File: src/rtl/pe_decoder_seq_pkg.sv
// Shared definitions for the sequential 2-to-4 decoder: FSM encodings and count limits.
package pe_decoder_seq_pkg;
  typedef enum logic [1:0] {
    ST_IDLE = 2'd0,
    ST_HOLD = 2'd1,
    ST_WAIT = 2'd2
  } state_e;

  localparam logic [7:0] ACC_MAX = 8'd255;
  localparam int         HOLD_W  = 4;
endpackage

File: src/rtl/pe_decoder_seq_dec2to4.sv
// Combinational 2-to-4 line decoder; an inactive encoder result decodes to no lines.
module dec2to4 (
  input  logic [1:0] code_i,
  input  logic       v_i,
  output logic [3:0] onehot_o
);
  always_comb begin
    onehot_o = 4'b0000;
    if (v_i) onehot_o[code_i] = 1'b1;
  end
endmodule

File: src/rtl/pe_decoder_seq.sv
// Sequential decoder: accepts encoder results, presents the one-hot word for at least
// HOLD_CYCLES cycles until acknowledged, and tracks seen lines and accepted count.
module pe_decoder_seq
  import pe_decoder_seq_pkg::*;
#(
  parameter int HOLD_CYCLES = 4
) (
  input  logic       clk,
  input  logic       rst,
  input  logic       in_valid,
  output logic       in_ready,
  input  logic [1:0] in_code,
  input  logic       in_v,
  output logic       out_valid,
  input  logic       out_ready,
  output logic [3:0] out_onehot,
  output logic [3:0] seen_mask,
  input  logic       clr_seen,
  output logic [7:0] accept_cnt
);
  localparam logic [HOLD_W-1:0] HOLD_LOAD = HOLD_W'(HOLD_CYCLES - 1);

  function automatic logic [7:0] sat_inc(input logic [7:0] c);
    return (c == ACC_MAX) ? c : c + 8'd1;
  endfunction

  state_e            state_q, state_d;
  logic [HOLD_W-1:0] hold_cnt_q, hold_cnt_d;
  logic [3:0]        word_q, word_d;
  logic              out_valid_q;
  logic [3:0]        seen_q, seen_d;
  logic [7:0]        cnt_q, cnt_d;
  logic [3:0]        dec_word;
  logic              accept;

  dec2to4 u_dec (
    .code_i   (in_code),
    .v_i      (in_v),
    .onehot_o (dec_word)
  );

  // in_ready is the only combinational output; it is forced low while rst is asserted.
  assign in_ready = (state_q == ST_IDLE) && !rst;
  assign accept   = in_ready && in_valid;

  always_comb begin
    state_d    = state_q;
    hold_cnt_d = hold_cnt_q;
    word_d     = word_q;
    seen_d     = seen_q;
    cnt_d      = cnt_q;
    case (state_q)
      ST_IDLE: begin
        if (in_valid) begin
          word_d     = dec_word;
          hold_cnt_d = HOLD_LOAD;
          state_d    = ST_HOLD;
        end
      end
      ST_HOLD: begin
        if (hold_cnt_q == '0) begin
          state_d = out_ready ? ST_IDLE : ST_WAIT;
        end else begin
          hold_cnt_d = hold_cnt_q - 1'b1;
        end
      end
      ST_WAIT: begin
        if (out_ready) state_d = ST_IDLE;
      end
      default: state_d = ST_IDLE;
    endcase
    if (accept) begin
      seen_d = (clr_seen ? 4'b0000 : seen_q) | dec_word;
      cnt_d  = sat_inc(cnt_q);
    end else if (clr_seen) begin
      seen_d = 4'b0000;
    end
  end

  always_ff @(posedge clk) begin
    if (rst) begin
      state_q     <= ST_IDLE;
      hold_cnt_q  <= '0;
      word_q      <= 4'b0000;
      out_valid_q <= 1'b0;
      seen_q      <= 4'b0000;
      cnt_q       <= 8'd0;
    end else begin
      state_q     <= state_d;
      hold_cnt_q  <= hold_cnt_d;
      word_q      <= word_d;
      out_valid_q <= (state_d != ST_IDLE);
      seen_q      <= seen_d;
      cnt_q       <= cnt_d;
    end
  end

  assign out_valid  = out_valid_q;
  assign out_onehot = word_q;
  assign seen_mask  = seen_q;
  assign accept_cnt = cnt_q;
endmodule
File: config.mk
export PLATFORM = sky130hd
export DESIGN_NAME = pe_decoder_seq
export DESIGN_NICKNAME = d
export VERILOG_FILES = /design/src/rtl/pe_decoder_seq_pkg.sv /design/src/rtl/pe_decoder_seq_dec2to4.sv /design/src/rtl/pe_decoder_seq.sv
export SDC_FILE = /design/constraint.sdc
export NUM_CORES = 1
export LEC_CHECK = 0
export CAP_MARGIN = 10
export CORE_UTILIZATION = 30
export CTS_CLUSTER_SIZE = 40
export DETAILED_ROUTE_END_ITERATION = 10
export DONT_BUFFER_PORTS = 1
export PLACE_DENSITY = 0.5
export SYNTH_ARGS = -nofsm -noshare
export SYNTH_HDL_FRONTEND = slang
export SYNTH_SLANG_ARGS = --single-unit
File: constraint.sdc
create_clock -name clk -period 1.9 [get_ports clk]
set_input_delay 0.285 -clock clk [delete_from_list [all_inputs] [get_ports clk]]
set_output_delay 0.285 -clock clk [all_outputs]
set_load 0.005 [all_outputs]
Word-level counts from Yosys, hierarchy flattened
Index checks and enable logic that the tools add are counted.
{"block": "totals", "ff_bits": 23, "output_inout_bits": 18}
{"block": "classes", "addsub": 2, "magnitude_cmp": 2, "eq_ne": 5, "mux": 13, "n_bitwise": 2, "reduce_logical": 11}
{"cell": "4-bit two-way mux", "count": 5}
{"cell": "8-bit by 1-bit adder with 8-bit output, second input constant", "count": 1}
{"cell": "8-bit == test, second input constant", "count": 1}
{"cell": "2-bit two-way mux", "count": 4}
{"cell": "4-bit case mux with 2 select lines", "count": 1}
{"cell": "2-bit case mux with 3 select lines", "count": 1}
{"cell": "4-bit zero test", "count": 1}
{"cell": "2-bit inequality test, second input constant", "count": 2}
{"cell": "4-bit OR", "count": 1}
{"cell": "2-bit AND reduction", "count": 2}
{"cell": "2-bit nonzero test", "count": 2}
{"cell": "4-bit by 1-bit subtractor with 4-bit output, second input constant", "count": 1}
{"cell": "1-bit logical AND", "count": 3}
{"cell": "2-bit by 3-bit < comparator with 1-bit output, second input constant", "count": 1}
{"cell": "3-bit AND reduction", "count": 1}
{"cell": "1-bit demux with 2-bit select", "count": 1}
{"cell": "2-bit by 1-bit == test with 1-bit output, second input constant", "count": 1}
{"cell": "2-bit == test, second input constant", "count": 1}
{"cell": "2-bit by 1-bit greater-or-equal comparator with 1-bit output, second input constant", "count": 1}
{"cell": "2-bit zero test", "count": 1}
{"cell": "1-bit zero test", "count": 1}
{"cell": "1-bit two-way mux", "count": 1}
{"cell": "1-bit inverter", "count": 1}

Logic depth before layout (Yosys ltp)
{"block": "depth", "depth_word": 7, "ltp_mapped": 6}

Hierarchy
A second synthesis with hierarchy kept.
{"block": "hier_totals", "cells_unflattened": 107, "area_unflattened_um2": 1004.7}
{"module": "pe_decoder_seq", "n_inst": 1, "cells_each": 103, "area_each_um2": 967.2}
{"module": "dec2to4", "n_inst": 1, "cells_each": 4, "area_each_um2": 37.5}

Least setup slack after synthesis
No wires, ideal clock.
{"block": "synth_timing", "path_type": "input-to-reg", "startpoint": "input rst", "endpoint": "register seen_q[0], in the netlist seen_mask[0]", "setup_time_ns": 0.066, "t_arrival_ns": 1.461, "required_ns": 1.834, "setup_slack_ns": 0.373, "path_stages": 5, "path_buffers": 1, "path_cell_list": "buf_2 nor4b_4 and2_4 or3b_1 a21oi_2"}
{"block": "synth_via", "elab_chain_len": 4}
{"item": "start: declaration", "line_no": "pe_decoder_seq.sv:9", "text": "input logic rst,"}
{"item": "1-bit zero test", "line_no": "pe_decoder_seq.sv:43", "text": "assign in_ready = (state_q == ST_IDLE) && !rst;"}
{"item": "1-bit logical AND", "line_no": "pe_decoder_seq.sv:43"}
{"item": "1-bit logical AND", "line_no": "pe_decoder_seq.sv:44", "text": "assign accept = in_ready && in_valid;"}
{"item": "4-bit two-way mux", "line_no": "pe_decoder_seq.sv:72", "text": "if (accept) begin"}
{"item": "end signal: assignment", "line_no": "pe_decoder_seq.sv:93", "text": "seen_q <= seen_d;"}
{"item": "end: declaration", "line_no": "pe_decoder_seq.sv:31", "text": "logic [3:0] seen_q, seen_d;"}
Several ways; a longest one is shown, not always the timed one.
A chain may end at the register's enable or synchronous reset.

Worst setup path in the final report
{"block": "layout_timing", "startpoint": "register cnt_q[0], in the netlist accept_cnt[0]", "endpoint": "register cnt_q[1], in the netlist accept_cnt[1]"}
{"block": "layout_via", "elab_chain_len": 3, "elab_cells_between_ends": 4, "cone_classes": "1 x add/sub; 1 x eq/ne; 1 x bitwise; 1 x reduce/logical"}
{"item": "start: declaration", "line_no": "pe_decoder_seq.sv:32", "text": "logic [7:0] cnt_q, cnt_d;"}
{"item": "start signal: assignment", "line_no": "pe_decoder_seq.sv:94", "text": "cnt_q <= cnt_d;"}
{"item": "parallel branches: the longest is 3 deep, another holds 8-bit by 1-bit adder with 8-bit output"}
Several ways; the timed one is not identified.

==> impl_metrics.tcl <==
set metrics [dict create \
    dr.pass1.iters 4 \
    pwr-share-seq_pct 60.4 \
    clk_latency_ns 0.30 \
    cts_buffer_depth 2 \
    crit_fanout 5 \
    synth_compound_area_share_pct 15.43 \
    cts.clk_slew.worst_paths_ns 0.13 \
    cts-root-buf "clkbuf_4" \
    syn_inst 107 \
    finalSetupViolCount 0 \
    cts_made_buffers 3 \
    rows 20 \
    synthToLayoutAreaGrowth_pct 8.148 \
    slowest_delay_ns 0.51 \
    critical_path.cell_chain "ha_1 -> nand3_1 -> o21ai_0 -> mux2i_1 -> nor2_1" \
    h-tree-depth 1 \
    maxCapViolCount 0 \
    async_flop_share_pct 0 \
    vias 743 \
    cts_tree "built" \
    dieArea_um2 3614 \
    drtIter0Drc 19 \
    synthSimpleGateAreaFrac_pct 25.93 \
    switchingPower_uw 228.4 \
    ant_nets 0 \
    grt_pass1_vias 834 \
    cp.required_ns 2.11 \
    drive_gt1_share_pct 10.00 \
    hold_ws_ns 0.03392 \
    fmax_mhz 596.8 \
    synth_area_um2 1013 \
    synth_edf_count 0 \
    crit_arrival_ns 1.89 \
    synth_fa_ha_area_share_pct 2.469 \
    post_cts_resize_count 0 \
    pwr_density_cell_nw_per_um2 793.6 \
    postRouteWirelength_um 1986 \
    synth_top_family_by_area "simple AND/OR/NAND/NOR gates" \
    final_common_cell "dfxtp_1" \
    die_h_um 60.12 \
    cpMaxStageDelayCell "o21ai_0" \
    yosys_most_used_dff "dfxtp_1" \
    relSlewSlack_pct 61.76 \
    ys_types 40 \
    hpwlAfterDp_um 1415 \
    hold_path.class "in2reg" \
    final_max_slew_viol_count 0 \
    wire_per_inst_um 12.90 \
    cts_setup_buffers 0 \
    grt.total_usage_pct 13.37 \
    grt_pass1_wl_um 3643 \
    worst-r2r-cell-count 5 \
    ir_drop_mv 0.3478 \
    clkPwrFrac_pct 25.6 \
    hold_viol 0 \
    fin_crit_ns 1.676 \
    io_pins 26 \
    cp-start-kind "flip-flop" \
    clock_skew_ns 0.001650 \
    synth-seq-cells 23 \
    power_frac_comb_pct 14.0 \
    grt_remaining_overflow 0 \
    rsz0062_at_grt "no" \
    muxShareOfSynthArea_pct 1.975 \
    avgSynthCellArea_um2 9.472 \
    outcome "finished clean" \
    endpoint_kind "flip-flop" \
    yosysSeqAreaShare_pct 45.43 \
    dp_slack_ns 0.2601 \
    setup_ws_ns 0.2244 \
    layout_common_cells "23 x dfxtp_1, 12 x nand2_1, 9 x nor2_1" \
    remaining_drc_errors 0 \
    portBuffers 0 \
    yosysWarnings 0 \
    p_leak_nw 0.4282 \
    fp.dieW_um 60.12 \
    grt_max_degree 20 \
    fin_nets 121 \
    antenna_found_initial 0 \
    start_util_pct 32.40 \
    finalSetupTns_ns 0 \
    swShare_pct 26.26 \
    gp_congestion 0.7416 \
    period_share_pct 88.19 \
    via_per_inst 4.825 \
    diodes 0 \
    syn-num-nets 117 \
    hold_path_depth 1 \
    coreArea_um2 3128 \
    hold_buffers 0 \
    tightestPinTransition_ns 0.5677 \
    worstSetupPathType "reg2reg" \
    synthXorXnorAreaFrac_pct 5.185 \
    intPower_uw 641.4 \
    cts.sinks 23 \
]
## worst max-delay path, delay by kind of cell (launching register included)
family	cells	cell delay (ns)
mux	1	0.24
fa+ha+maj	1	0.21
flops	1	0.42
compound gates	1	0.51
simple gates	2	0.20
## cells by family after synthesis
kind of cell	Yosys count
buf+inv	7
mux	2
compound gates	22
fa+ha+maj	2
flops	23
xor+xnor	6
simple gates	45
## state kept, by name, summed over array words and instances, names as in the netlist
name        count
accept_cnt      8
hold_cnt_q      4
seen_mask       4
state_q         2
out_valid       1
out_onehot      4
## layout make-up
cell class / instances / area [µm²]
Fill cell: 334 / 2032
Multi-Input combinational cell: 77 / 516.7
Sequential cell: 23 / 460.4
Tap cell: 44 / 55.05
Timing Repair Buffer: 3 / 25.02
Clock buffer: 3 / 22.52
Inverter: 3 / 11.26
Clock inverter: 1 / 5.005
## power by group through the flow
stage          logic, mW  registers (mW)  clock network, mW
2_1_floorplan      0.106           0.530                  0
3_3_place_gp       0.115           0.535                  0
3_5_place_dp       0.118           0.536                  0
4_1_cts            0.118           0.525              0.237
5_1_grt            0.143           0.529              0.259
6_report           0.122           0.525              0.223
## worst paths after layout
check                                  start                    endpoint  slack, ns
setup / recovery  accept_cnt[0]$_SDFFE_PP0P_  accept_cnt[1]$_SDFFE_PP0P_       0.22
hold / removal                           rst     seen_mask[1]$_SDFF_PP0_       0.03
setup reg to reg  accept_cnt[0]$_SDFFE_PP0P_  accept_cnt[1]$_SDFFE_PP0P_       0.22
hold reg to reg   out_onehot[0]$_SDFFE_PP0P_  out_onehot[0]$_SDFFE_PP0P_       0.48
## cells in the mapped netlist (2+ instances only)
master	n	area (µm²)
inv_1	3	11.26
mux2i_1	2	20.02
nor2_1	9	33.78
nand3b_1	3	22.52
o211ai_1	2	15.01
nand4_1	2	12.51
a211oi_1	3	22.52
a21oi_1	3	15.01
buf_2	2	10.01
nand2b_1	2	12.51
nand2_1	12	45.04
and2_1	3	18.77
xor2_1	6	52.55
a221oi_1	2	17.52
o21ai_0	4	20.02
ha_1	2	25.02
dfxtp_1	23	460.4
nor3_1	2	10.01
## routing by layer
| metal | up-vias | part of all wire [%] | track usage, % |
|---|---|---|---|
| met4 | 0 | 0.91 | 5.980 |
| met1 | 341 | 49 | 16.62 |
| met2 | 15 | 43 | 21.04 |
| met3 | 2 | 6.3 | 4.113 |
| li1 | 385 | - | - |
| met5 | - | 0 | 0 |
## stage by stage
step / std cells / total power [mW] / util (%) / cell area (µm²)
2_1_floorplan: 107 / 0.6360 / - / 1013
3_3_place_gp: 149 / 0.6510 / 33.84 / 1059
3_5_place_dp: 149 / 0.6537 / 33.84 / 1059
4_1_cts: 153 / 0.8807 / 34.72 / 1086
5_1_grt: 154 / 0.9312 / 35.04 / 1096
6_report: 154 / 0.8698 / 35.04 / 1096
(Power assumes the default switching activity.)
